`src/rtl/mips_pkg.sv`:
```
// Shared MIPS multicycle definitions: controller state encodings, opcodes,
// and datapath mux/ALU-class encodings.
package mips_pkg;

   typedef enum logic [3:0] {
      FETCH   = 4'd0,
      DECODE  = 4'd1,
      MEMADR  = 4'd2,
      MEMRD   = 4'd3,
      MEMWB   = 4'd4,
      MEMWR   = 4'd5,
      RTYPEEX = 4'd6,
      RTYPEWB = 4'd7,
      BEQEX   = 4'd8,
      ADDIEX  = 4'd9,
      ADDIWB  = 4'd10,
      JEX     = 4'd11,
      ILLEGAL = 4'd12
   } state_t;

   localparam logic [5:0] OP_RTYPE = 6'b000000;
   localparam logic [5:0] OP_J     = 6'b000010;
   localparam logic [5:0] OP_BEQ   = 6'b000100;
   localparam logic [5:0] OP_ADDI  = 6'b001000;
   localparam logic [5:0] OP_LW    = 6'b100011;
   localparam logic [5:0] OP_SW    = 6'b101011;

   localparam logic [1:0] ALUSRCB_REG   = 2'b00;
   localparam logic [1:0] ALUSRCB_FOUR  = 2'b01;
   localparam logic [1:0] ALUSRCB_IMM   = 2'b10;
   localparam logic [1:0] ALUSRCB_IMMSH = 2'b11;

   localparam logic [1:0] PCSRC_ALU    = 2'b00;
   localparam logic [1:0] PCSRC_ALUOUT = 2'b01;
   localparam logic [1:0] PCSRC_JUMP   = 2'b10;

   localparam logic [1:0] ALUOP_ADD   = 2'b00;
   localparam logic [1:0] ALUOP_SUB   = 2'b01;
   localparam logic [1:0] ALUOP_FUNCT = 2'b10;

endpackage

```
`src/rtl/dff.sv`:
```
// Generic register with synchronous active-high reset and load enable.
module dff #(
   parameter int unsigned WIDTH = 4
) (
   input  logic             clk,
   input  logic             reset,
   input  logic             en,
   input  logic [WIDTH-1:0] d,
   output logic [WIDTH-1:0] q
);

   logic [WIDTH-1:0] q_d;
   logic [WIDTH-1:0] q_q;

   // Reset wins over the enable.
   always_comb begin
      q_d = q_q;
      if (reset)
         q_d = '0;
      else if (en)
         q_d = d;
   end

   always_ff @(posedge clk)
      q_q <= q_d;

   assign q = q_q;

endmodule

```
`src/rtl/mc_control.sv`:
```
// Multicycle MIPS main controller: Moore FSM whose outputs decode the state,
// except pcen which also folds in the ALU zero flag for branches.
module mc_control
   import mips_pkg::*;
(
   input  logic       clk,
   input  logic       reset,
   input  logic [5:0] op,
   input  logic       zero,
   output logic       pcen,
   output logic       irwrite,
   output logic       memwrite,
   output logic       regwrite,
   output logic       iord,
   output logic       alusrca,
   output logic       regdst,
   output logic       memtoreg,
   output logic [1:0] alusrcb,
   output logic [1:0] pcsrc,
   output logic [1:0] aluop,
   output logic [3:0] state,
   output logic       illegal
);

   state_t     state_d;
   logic [3:0] state_q;
   logic       pcwrite;
   logic       branch;

   dff #(.WIDTH(4)) u_state_reg (
      .clk   (clk),
      .reset (reset),
      .en    (1'b1),
      .d     (state_d),
      .q     (state_q)
   );

   always_comb begin
      state_d = FETCH;
      case (state_q)
         FETCH:   state_d = DECODE;
         DECODE: begin
            case (op)
               OP_LW, OP_SW: state_d = MEMADR;
               OP_RTYPE:     state_d = RTYPEEX;
               OP_BEQ:       state_d = BEQEX;
               OP_ADDI:      state_d = ADDIEX;
               OP_J:         state_d = JEX;
               default:      state_d = ILLEGAL;
            endcase
         end
         // op is still the IR copy captured for this instruction
         MEMADR:  state_d = (op == OP_LW) ? MEMRD : MEMWR;
         MEMRD:   state_d = MEMWB;
         RTYPEEX: state_d = RTYPEWB;
         ADDIEX:  state_d = ADDIWB;
         default: state_d = FETCH;
      endcase
   end

   always_comb begin
      irwrite  = 1'b0;
      memwrite = 1'b0;
      regwrite = 1'b0;
      iord     = 1'b0;
      alusrca  = 1'b0;
      regdst   = 1'b0;
      memtoreg = 1'b0;
      alusrcb  = ALUSRCB_REG;
      pcsrc    = PCSRC_ALU;
      aluop    = ALUOP_ADD;
      illegal  = 1'b0;
      pcwrite  = 1'b0;
      branch   = 1'b0;
      case (state_q)
         FETCH: begin
            alusrcb = ALUSRCB_FOUR;
            irwrite = 1'b1;
            pcwrite = 1'b1;
         end
         DECODE:  alusrcb = ALUSRCB_IMMSH;
         MEMADR: begin
            alusrca = 1'b1;
            alusrcb = ALUSRCB_IMM;
         end
         MEMRD:   iord = 1'b1;
         MEMWB: begin
            memtoreg = 1'b1;
            regwrite = 1'b1;
         end
         MEMWR: begin
            iord     = 1'b1;
            memwrite = 1'b1;
         end
         RTYPEEX: begin
            alusrca = 1'b1;
            aluop   = ALUOP_FUNCT;
         end
         RTYPEWB: begin
            regdst   = 1'b1;
            regwrite = 1'b1;
         end
         BEQEX: begin
            alusrca = 1'b1;
            aluop   = ALUOP_SUB;
            pcsrc   = PCSRC_ALUOUT;
            branch  = 1'b1;
         end
         ADDIEX: begin
            alusrca = 1'b1;
            alusrcb = ALUSRCB_IMM;
         end
         ADDIWB:  regwrite = 1'b1;
         JEX: begin
            pcsrc   = PCSRC_JUMP;
            pcwrite = 1'b1;
         end
         ILLEGAL: illegal = 1'b1;
         default: ;
      endcase
   end

   assign pcen  = pcwrite | (branch & zero);
   assign state = state_q;

endmodule

```
`config.mk`:
```
export PLATFORM = sky130hd
export DESIGN_NAME = mc_control
export DESIGN_NICKNAME = d
export VERILOG_FILES = /design/src/rtl/mips_pkg.sv /design/src/rtl/dff.sv /design/src/rtl/mc_control.sv
export SDC_FILE = /design/constraint.sdc
export NUM_CORES = 1
export LEC_CHECK = 0
export BUFFER_PORTS_ARGS = -buffer_cell sky130_fd_sc_hd__buf_2
export CORE_AREA = 2 2 39 41
export CTS_CLUSTER_DIAMETER = 100
export DETAILED_ROUTE_END_ITERATION = 10
export DIE_AREA = 0 0 41 43
export MAX_ROUTING_LAYER = met4
export PLACE_DENSITY = 0.74
export SETUP_SLACK_MARGIN = 0.02
export SYNTH_ARGS = -nofsm -noshare
export SYNTH_HDL_FRONTEND = slang
export SYNTH_SLANG_ARGS = --single-unit
```
`constraint.sdc`:
```
create_clock -name clk -period 1.39 [get_ports clk]
set_clock_uncertainty 0.1 [all_clocks]
set_input_delay 0.278 -clock clk [delete_from_list [all_inputs] [get_ports clk]]
set_output_delay 0.278 -clock clk [all_outputs]
set_load 0.02 [all_outputs]
```
Word level (Yosys, flattened, before mapping) --
Cells that the tools add are included.
Word-level totals: register bits 4, bits of input ports 9, logic and storage cells 44
Operators by class: equality and inequality tests 17, mux-type cells 16, bitwise gates (word level) 2, reduce and logical (&&, ||, !) cells 8
Operators by type and width (count):
- $pmux 4 s6 | 1
- $eq 4x4->1 const B | 5
- $pmux 4 s5 | 1
- $eq 4x3->1 const B | 4
- $eq 6x6->1 const B | 2
- $mux 1 | 10
- $eq 4x2->1 const B | 2
- $pmux 2 s2 | 2
- $reduce_or 2->1 | 4
- $eq 6x2->1 const B | 1
- $eq 6x3->1 const B | 1
- $eq 6x4->1 const B | 1
- $logic_not 6->1 | 1
- $pmux 2 s3 | 1
- $eq 4x1->1 const B | 1
- $logic_not 4->1 | 1
- $reduce_or 4->1 | 1
- $mux 3 | 1
- $reduce_or 3->1 | 1
- $and 1x1->1 | 1
- $or 1x1->1 | 1

Logic depth before layout (Yosys ltp) --
Gate-level depths: netlist (run 1).
depth after elaboration 4, depth in mapped cells 5

By module --
From an unflattened synthesis (run 1), not the netlist that was laid out.
Unflattened totals: cells, all modules 73, area, all modules 478.0 um2
By module, submodules not included:
- mc_control | times used 1, cells an instance 60, area an instance 337.8 um2, seq. area each 0.0 um2
- dff | times used 1, cells an instance 13, area an instance 140.1 um2, seq. area each 80.1 um2

Least setup slack after synthesis (run 1) --
OpenSTA, ideal clock, no wires.
kind register to output, start point reg u_state_reg.q_q[1] (netlist: u_state_reg.q[1]), end point out alusrcb[1], arrival 1.447 ns, required time 1.012 ns, setup slack -0.435 ns, cell stages (with the launch flop) 5, path buffers 1, path through dfxtp_1 > buf_2 > nand2_1 > or2_2 > a21oi_1
On the way: cells in the longest elaborated chain, start to end 3, elaborated cells on any way between the ends 6, those cells by class eq/ne (3); mux (1); reduce/logical (2)
RTL lines:
- from (decl) | RTL line dff.sv:13 | logic [WIDTH-1:0] q_q;
- from (signal assigned) | RTL line dff.sv:25 | q_q <= q_d;
- $eq 4x4->1 or $eq 4x2->1 (tied branches) | RTL line mc_control.sv:75 | case (state_q)
- $reduce_or 2->1 (no source line)
- $pmux 2 s3 (*) | RTL line mc_control.sv:75
- to (decl) | RTL line mc_control.sv:18 | output logic [1:0] alusrcb,
Mark *: on every way between the ends. The rest lies on a longest branch, timed or not.

Final worst setup path (run 1) --
start point reg u_state_reg.q_q[3] (netlist: u_state_reg.q[3]), end point out regwrite
On the way: cells in the longest elaborated chain, start to end 3, elaborated cells on any way between the ends 5, those cells by class eq/ne (3); mux (1); reduce/logical (1)
RTL lines:
- $eq 4x3->1 or $eq 4x4->1 (tied branches) | RTL line mc_control.sv:75
- $reduce_or 3->1 (no source line) (*)
- $mux 1 (*) | RTL line mc_control.sv:75
- to (decl) | RTL line mc_control.sv:13 | output logic regwrite,
Marked as above.

==> flow_summary.ini, run 1 <==
[outcome]
run_status = finished, violations left
violations = setup timing

[power_and_ir_drop]
static-leakage-power_nw = 0.443
proportion_of_power_drawn_by_flip_flops_and_latches = 0.150
power.combinational.fraction = 0.769
pwr-share-clk = 0.081
vdd.ir_drop.worst_v = 0.000964
power.switching_w = 0.000810
internal_power_w = 0.000933
power.switching_fraction = 0.465
power_per_cell_area_nw_per_um2 = 1660

[placed_design]
placed_area_um2 = 796
place.port_buffers = 27
gp_congestion = 0.809
detailed_place_hpwl_mm = 1.14
pre_cts_ws_ps = -159

[global_route]
grt_antenna_before_repair = 0
vias_in_the_first_global_route = 684
grt_start_max_net_pins = 13
globalRouteOverflowTotal = 0
track_usage = 0.219
wire_length_of_the_first_global_routing_pass_mm = 2.69

[synthesis]
async_flop_share = 0
synthDominantCellAreaShare = 0.169
syn-instance-count = 68
yosys_register_bits = 4
synth_ff_type = dfxtp_1
synth_seq_area_share = 0.169
synthesis.yosys.warnings = 0
synth_area_leaders = dfxtp_1 17%, nor3_1 8.5%, nor2_1 7.1%
synth.largest_area_cell = dfxtp_1
synth_cell_type_count = 31
synth.cell_area_um2 = 473
synth-edff-count = 0
syn-num-nets = 77
postSynthAreaPerCell_um2 = 6.96

[drt]
drt-wirelength-per-cell_um = 13.1
drt-initial-drc-count = 12
route.detailed.drc = 0
detailroute.wirelength.met2_um = 920
route.final.wire_length_mm = 1.70
iteration_count_of_the_initial_detailed_routing_pass = 4
dr.max_layer_used = met4
route.layer.met1.wl_um = 687
via_per_inst = 5.42
routed-via-count = 705
wl_met3_um = 59
drt.antenna.violating_nets = 0

[layout]
final_layout_size_suffix_gt1_frac = 0.754
design_area_um2 = 1050
commonest_non_fill_non_tap_cells_in_the_layout = 22 x buf_4, 14 x buf_6, 11 x buf_2
final_nets = 125
antenna-diode-count = 0
largest_register_ffs = 4
final_common_cell = buf_4
flow.area_growth_from_synthesis_pct = 122

[cts]
path_clk_slew_ps = 40
htreeDepth = 1
cts_max_path_buffers = 2
cts_inserted_buffers = 3
worstSkewPairLatency_ps = 230
ctsHoldBuffers = 0
cts_num_sinks = 4
clockRootBuffer = clkbuf_4
tritoncts = built

[die]
die_y_um = 43
fp.coreArea_um2 = 1380
die_area_um2 = 1760
rows = 14
io-pin-count = 28
floorplan.initialDensity = 0.342
floorplan.die.width_um = 41

[hold_path]
holdCritPathClass = in -> reg
whs_path_depth = 3

[sta]
relSlewSlack = 0.724
finalMaxSlewViolations = 0
finalWorstSetupSlack_ps = -233
final_cycle_utilization_of_the_critical_path = 1.17
timing_worst_slew_pin_value_ps = 404
min_period_ps = 1620
grt_setup_unrepaired = yes
report.final.hold_viol_count = 0
final-setup-viol-count = 15
fmax_mhz = 616

[critical_path]
crit_type = reg -> out
timing.critical_path.cells = nand2b_4, mux2_4, o22ai_4, buf_6
worstPathArrival_ps = 1240
r2r.worst_path.cells = 5
timing.critical_path.required_ps = 1010
critical-path-slowest-cell = dfxtp_4
worstSetupStartpointType = flop
reg2reg_setup_slack_ps = 10
cp-end-kind = primary output
cp_max_fo = 5
cp_slowest_stage_delay_ps = 360

[run]
max_cap_viol_count = 0
## cells in the mapped netlist (all sizes together), types with 3 or more instances
cell type / n
a21oi: 5
and3: 3
buf: 3
dfxtp: 4
nand2b: 4
nand3: 3
nor2: 9
nor3: 8
nor4: 3
o21ai: 3
## power by group through the flow
| stage | Clock (W) | Combinational (W) | Sequential [W] |
|---|---|---|---|
| floorplan | 0 | 0.000687 | 0.000246 |
| CTS | 0.000145 | 0.00126 | 0.000256 |
| global placement | 0 | 0.000945 | 0.000235 |
| finish | 0.000141 | 0.00134 | 0.000262 |
| global route | 0.000157 | 0.00142 | 0.000270 |
| detailed placement | 0 | 0.000960 | 0.000235 |
## cells by family (layout without fill, tap and decap cells)
group / count (synthesis) / count (layout) / synth area share
mux: 1 / 1 / 0.0238
simple gates: 38 / 38 / 0.434
buf+inv: 6 / 52 / 0.0609
flops: 4 / 4 / 0.169
xor+xnor: 2 / 2 / 0.0370
compound gates: 17 / 17 / 0.275
## area by class of cell
type / instances / area (µm²)
Fill cell: 95 / 333
Tap cell: 16 / 20.0
Sequential cell: 4 / 92.6
Clock buffer: 3 / 22.5
Inverter: 1 / 3.75
Timing Repair Buffer: 48 / 398
Multi-Input combinational cell: 58 / 514
## layer usage
| metal | vias to the layer above | GRT usage |
|---|---|---|
| met3 | 4 | 0.0419 |
| met5 | - | - |
| met4 | 0 | 0.0733 |
| met1 | 329 | 0.260 |
| met2 | 24 | 0.353 |
| li1 | 348 | - |
## path summary, 6_finish.rpt
| path | startpoint | end |
|---|---|---|
| setup / recovery | u_state_reg.q[3] | regwrite |
| hold / removal | op[4] | u_state_reg.q[3] |
| setup reg to reg | u_state_reg.q[2] | u_state_reg.q[0] |
| hold reg to reg | u_state_reg.q[0] | u_state_reg.q[2] |
## repair_timing
item                       4_1_cts  5_1_grt
gates resized for setup         44       11
setup endpoints to repair       15       19
cloned                           0        0
setup buffers                    7        0
pin swaps                        3        1
## critical path, delay by kind of cell, from the launching register on
family | cells | cell delay (ps)
compound gates | 1 | 100
buf+inv | 1 | 130
flops | 1 | 360
mux | 1 | 280
simple gates | 1 | 140
## through the flow
step	hold slack [ps]	total power [W]	util	setup TNS, ps	instances
2_1_floorplan	310	0.000933	-	-368	68
3_3_place_gp	480	0.00118	0.575	-338	121
3_5_place_dp	497	0.00119	0.575	-428	121
4_1_cts	259	0.00166	0.728	-2260	130
5_1_grt	301	0.00185	0.759	-3060	130
6_report	264	0.00174	0.759	-2250	130
No activity file was read; power rests on OpenSTA's default activity.
==> run 2: changes to the inputs <==
--- a/config.mk
+++ b/config.mk
@@ -11,7 +11,7 @@
 export DETAILED_ROUTE_END_ITERATION = 10
 export DIE_AREA = 0 0 41 43
 export MAX_ROUTING_LAYER = met4
-export PLACE_DENSITY = 0.74
+export PLACE_DENSITY = 0.71
 export SETUP_SLACK_MARGIN = 0.02
 export SYNTH_ARGS = -nofsm -noshare
 export SYNTH_HDL_FRONTEND = slang
==> run 2 against run 1 <==
  * Register-to-register slack better by 50 ps
  * Via count grew 4.0%
  * Largest cell class unchanged
  * Sequential share of layout area shrank 0.14 points
  * Highest routed layer unchanged
  * The flow still finishes with violations (setup timing)
  * Flip-flop and latch count is the same
==> flow_summary.ini, run 2 (synthesis gave the netlist of run 1 again) <==
[power_and_ir_drop]
power.switching_fraction = 0.474
static-leakage-power_nw = 0.447
power_per_cell_area_nw_per_um2 = 1620
pwr-share-clk = 0.079
vdd.ir_drop.worst_v = 0.00130
internal_power_w = 0.000938
power.switching_w = 0.000845
power.combinational.fraction = 0.771
proportion_of_power_drawn_by_flip_flops_and_latches = 0.149
power_w = 0.00178

[layout]
final_cells = 132
design_area_um2 = 1100
final_layout_size_suffix_gt1_frac = 0.759
final_nets = 127
antenna-diode-count = 0
final_common_cell = buf_4
commonest_non_fill_non_tap_cells_in_the_layout = 24 x buf_4, 12 x buf_2, 12 x buf_6
flow.area_growth_from_synthesis_pct = 132
largest_register_ffs = 4

[drt]
drt-wirelength-per-cell_um = 14.3
routed-via-count = 733
route.final.wire_length_mm = 1.88
via_per_inst = 5.55
iteration_count_of_the_initial_detailed_routing_pass = 4
drt-initial-drc-count = 5
drt.antenna.violating_nets = 0
route.detailed.drc = 0

[die]
die_y_um = 43
floorplan.initialDensity = 0.342
die_area_um2 = 1760
fp.coreArea_um2 = 1380
rows = 14
floorplan.die.width_um = 41
io-pin-count = 28

[sta]
relSlewSlack = 0.665
report.final.hold_viol_count = 0
holdWs_ps = 265
finalWorstSetupSlack_ps = -248
finalMaxSlewViolations = 0
min_period_ps = 1640
final_cycle_utilization_of_the_critical_path = 1.18
final-setup-viol-count = 15
timing_worst_slew_pin_value_ps = 498
fmax_mhz = 610
grt_setup_unrepaired = yes

[critical_path]
worstSetupEndpoint = regwrite
worstPathArrival_ps = 1260
cp_slowest_stage_delay_ps = 360
startpoint = u_state_reg.q[3]
critical-path-slowest-cell = dfxtp_4
cp-end-kind = primary output
timing.critical_path.cells = nand2b_4, mux2_4, o22ai_4, buf_6
reg2reg_setup_slack_ps = 60
reg2reg_from = u_state_reg.q[2]
cp_max_fo = 6
worstSetupStartpointType = flop
crit_type = reg -> out
critical_path.reg2reg.endpoint = u_state_reg.q[2]
r2r.worst_path.cells = 5
timing.critical_path.required_ps = 1010

[global_route]
grt_antenna_before_repair = 0
grt_start_max_net_pins = 12
wire_length_of_the_first_global_routing_pass_mm = 2.88
globalRouteOverflowTotal = 0
vias_in_the_first_global_route = 678
track_usage = 0.240

[outcome]
run_status = finished, violations left
violations = setup timing

[cts]
path_clk_slew_ps = 30
clockRootBuffer = clkbuf_4
ctsHoldBuffers = 0
worstSkewPairLatency_ps = 230
tritoncts = built
htreeDepth = 1
cts_num_sinks = 4
cts_inserted_buffers = 3
cts_max_path_buffers = 2

[run]
max_cap_viol_count = 0

[hold_path]
hp-start = op[4]
holdCritPathClass = in -> reg

[placed_design]
number_of_instances_in_the_placed_design = 123
gp_congestion = 0.825
place.port_buffers = 27
placed_area_um2 = 811
detailed_place_hpwl_mm = 1.13
pre_cts_ws_ps = -203
## run 2: area by class of cell
class                   count  area, µm²
repair buffers             50        410
flip-flops and latches      4       95.1
well taps                  16       20.0
clock buffers               3       22.5
multi-input cells          58        546
inverters                   1       3.75
fillers                    93        287
## run 2: what timing repair did
item	4_1_cts	5_1_grt
pin swaps	7	5
resized for setup	44	16
endpoints found under the setup margin	15	18
setup buffers	6	0
## run 2: through the flow
step / util / TNS (ps)
finish: 0.793 / -2390
global route: 0.793 / -3190
CTS: 0.742 / -2310
detailed placement: 0.586 / -450
global placement: 0.586 / -348
floorplan: - / -368
## run 2: worst min path at each step
stage               slack, ps                to  cells after the start
detailed placement        490  u_state_reg.q[3]                      3
global route              280  u_state_reg.q[3]                      3
global placement          480  u_state_reg.q[3]                      3
floorplan                 310  u_state_reg.q[3]                      2
CTS                       250  u_state_reg.q[3]                      3
finish                    270  u_state_reg.q[3]                      3
## run 2: critical path, delay by kind of cell, from the launching register on
| family | cells | cell delay (ps) |
|---|---|---|
| simple gates | 1 | 150 |
| mux | 1 | 280 |
| buf+inv | 1 | 140 |
| compound gates | 1 | 100 |
| flops | 1 | 360 |
## run 2: power by group through the flow
stage / Sequential (W) / Combinational, W / Clock [W]
after floorplan: 0.000246 / 0.000687 / 0
after global placement: 0.000237 / 0.000951 / 0
after detailed placement: 0.000239 / 0.000967 / 0
after CTS: 0.000259 / 0.00123 / 0.000147
after global routing: 0.000274 / 0.00145 / 0.000160
final: 0.000266 / 0.00137 / 0.000141
## run 2: metal layers
metal / wire [µm] / GRT usage
met2: 1040 / 0.416
met1: 733 / 0.270
met4: 8 / 0.0267
met3: 96 / 0.0628
met5: 0 / -
==> run 3: changes to the inputs <==
==> constraint.sdc (replaced) <==
create_clock -name clk -period 1.39 [get_ports clk]
set_clock_uncertainty 0.1 [all_clocks]
set_input_delay 0.0695 -clock clk [delete_from_list [all_inputs] [get_ports clk]]
set_output_delay 0.0695 -clock clk [all_outputs]
set_load 0.02 [all_outputs]
==> run 3 against run 2 <==
  * The run still ends with setup timing left
  * First-iteration DRC count rose to 2.6 times the previous value
  * Largest cell class unchanged
  * Utilization decreased by 12 points
  * Clock power increased by 3%
  * Setup slack gained 200 ps
  * Sequential power fell by 16%
  * Register-to-register slack improved by 100 ps
  * Clock-buffer cell count is the same
  * Sequential share of layout area up 1.3 points
  * Critical path depth unchanged
  * Final cell count down 3.0%
==> flow_summary.ini, run 3 (synthesis gave the netlist of run 1 again) <==
[outcome]
run_status = finished, violations left
violations = setup timing

[critical_path]
timing.critical_path.cells = nand2b_4, mux2_2, o22ai_2, buf_6
worstPathArrival_ps = 1260
cp_slowest_stage_delay_ps = 370
worstSetupStartpointType = flop
critical-path-slowest-cell = dfxtp_4
crit_type = reg -> out
cp_max_fo = 7
cpLargestDelayFamily = flip-flops
critical_path_buf_inv_count = 1
timing.critical_path.required_ps = 1220
cp-end-kind = primary output

[global_route]
grt_start_max_net_pins = 11
wire_length_of_the_first_global_routing_pass_mm = 2.39
globalRouteOverflowTotal = 0
track_usage = 0.194
grt_antenna_before_repair = 0
vias_in_the_first_global_route = 576

[die]
die_y_um = 43
io-pin-count = 28
die_area_um2 = 1760
fp.coreArea_um2 = 1380
floorplan.die.width_um = 41
floorplan.initialDensity = 0.342
rows = 14

[placed_design]
detailed_place_hpwl_mm = 1.10
place.port_buffers = 27
placed_area_um2 = 724
gp_congestion = 0.890

[sta]
relSlewSlack = 0.649
finalMaxSlewViolations = 0
grt_setup_unrepaired = yes
final_cycle_utilization_of_the_critical_path = 1.03
finalWorstSetupSlack_ps = -44.3
holdWs_ps = 54.1
report.final.hold_viol_count = 0
min_period_ps = 1430
fmax_mhz = 697
timing_worst_slew_pin_value_ps = 513
final-setup-viol-count = 1

[layout]
commonest_non_fill_non_tap_cells_in_the_layout = 18 x buf_2, 17 x buf_4, 11 x buf_6
final_common_cell = buf_2
antenna-diode-count = 0
final_nets = 123
final_layout_size_suffix_gt1_frac = 0.661
largest_register_ffs = 4
design_area_um2 = 931
flow.area_growth_from_synthesis_pct = 96.8

[cts]
cts_inserted_buffers = 3
cts_num_sinks = 4
ctsHoldBuffers = 0
clockRootBuffer = clkbuf_4
tritoncts = built
path_clk_slew_ps = 40
worstSkewPairLatency_ps = 230
htreeDepth = 1
cts_max_path_buffers = 2

[power_and_ir_drop]
static-leakage-power_nw = 0.414
power_w = 0.00157
vdd.ir_drop.worst_v = 0.000783
power_per_cell_area_nw_per_um2 = 1690

[drt]
drt-initial-drc-count = 13
iteration_count_of_the_initial_detailed_routing_pass = 4
routed-via-count = 680
via_per_inst = 5.31
drt-wirelength-per-cell_um = 12.6
drt.antenna.violating_nets = 0
route.final.wire_length_mm = 1.62
route.detailed.drc = 0

[hold_path]
holdCritPathClass = in -> reg

[run]
max_cap_viol_count = 0
## run 3: changes by cell type in the layout (fill, tap and decap cells not counted), sizes merged
| cell | before | now |
|---|---|---|
| buf | 50 | 46 |
## run 3: worst paths after layout
kind | start | to | slack, ps | cells past startpoint
worst max-delay path | u_state_reg.q[3] | regwrite | -40 | 4
worst min-delay path | op[4] | u_state_reg.q[3] | 50 | 3
worst max register to register | u_state_reg.q[2] | u_state_reg.q[1] | 160 | 6
worst min register to register | u_state_reg.q[1] | u_state_reg.q[2] | 510 | 3
## run 3: worst reg2reg max path, delay by kind of cell, from the launching register on
family / cells / cell delay, ps
flip-flops: 1 / 360
buffers and inverters: 2 / 250
AO/OA/AOI/OAI: 3 / 300
AND/OR/NAND/NOR: 1 / 140
## run 3: timing repair
| action | in CTS | in global routing |
|---|---|---|
| resized for setup | 19 | 23 |
| setup endpoints to repair | 12 | 15 |
| pin swaps | 2 | 2 |
| buffers inserted | 5 | 1 |
## run 3: metal layers
metal | vias to the layer above | track usage | wire length [µm]
met2 | 26 | 0.322 | 828
met1 | 307 | 0.237 | 700
met5 | - | - | 0
met4 | 0 | 0.0400 | 0
li1 | 347 | - | -
met3 | 0 | 0.0314 | 88
## run 3: layout make-up
class,instances,area (µm²)
Inverter,1,3.75
Multi-Input combinational cell,58,450
Tap cell,16,20.0
Fill cell,115,453
Sequential cell,4,92.6
Clock buffer,3,22.5
Timing Repair Buffer,46,342
## run 3: stage by stage
step,worst slack (ps),utilization,TNS (ps),cells
floorplan,-40.8,-,-69.9,68
global placement,26.4,0.524,0,119
detailed placement,-9.45,0.524,-9.45,119
CTS,-46.4,0.604,-65.0,127
global route,-88.0,0.673,-293,128
finish,-44.3,0.673,-44.3,128
## run 3: power by group
group	total, W	internal, W	switching [W]
Combinational	0.00120	0.000575	0.000627
Sequential	0.000223	0.000161	0.0000615
Clock	0.000145	0.0000967	0.0000484
Total	0.00157	0.000832	0.000737
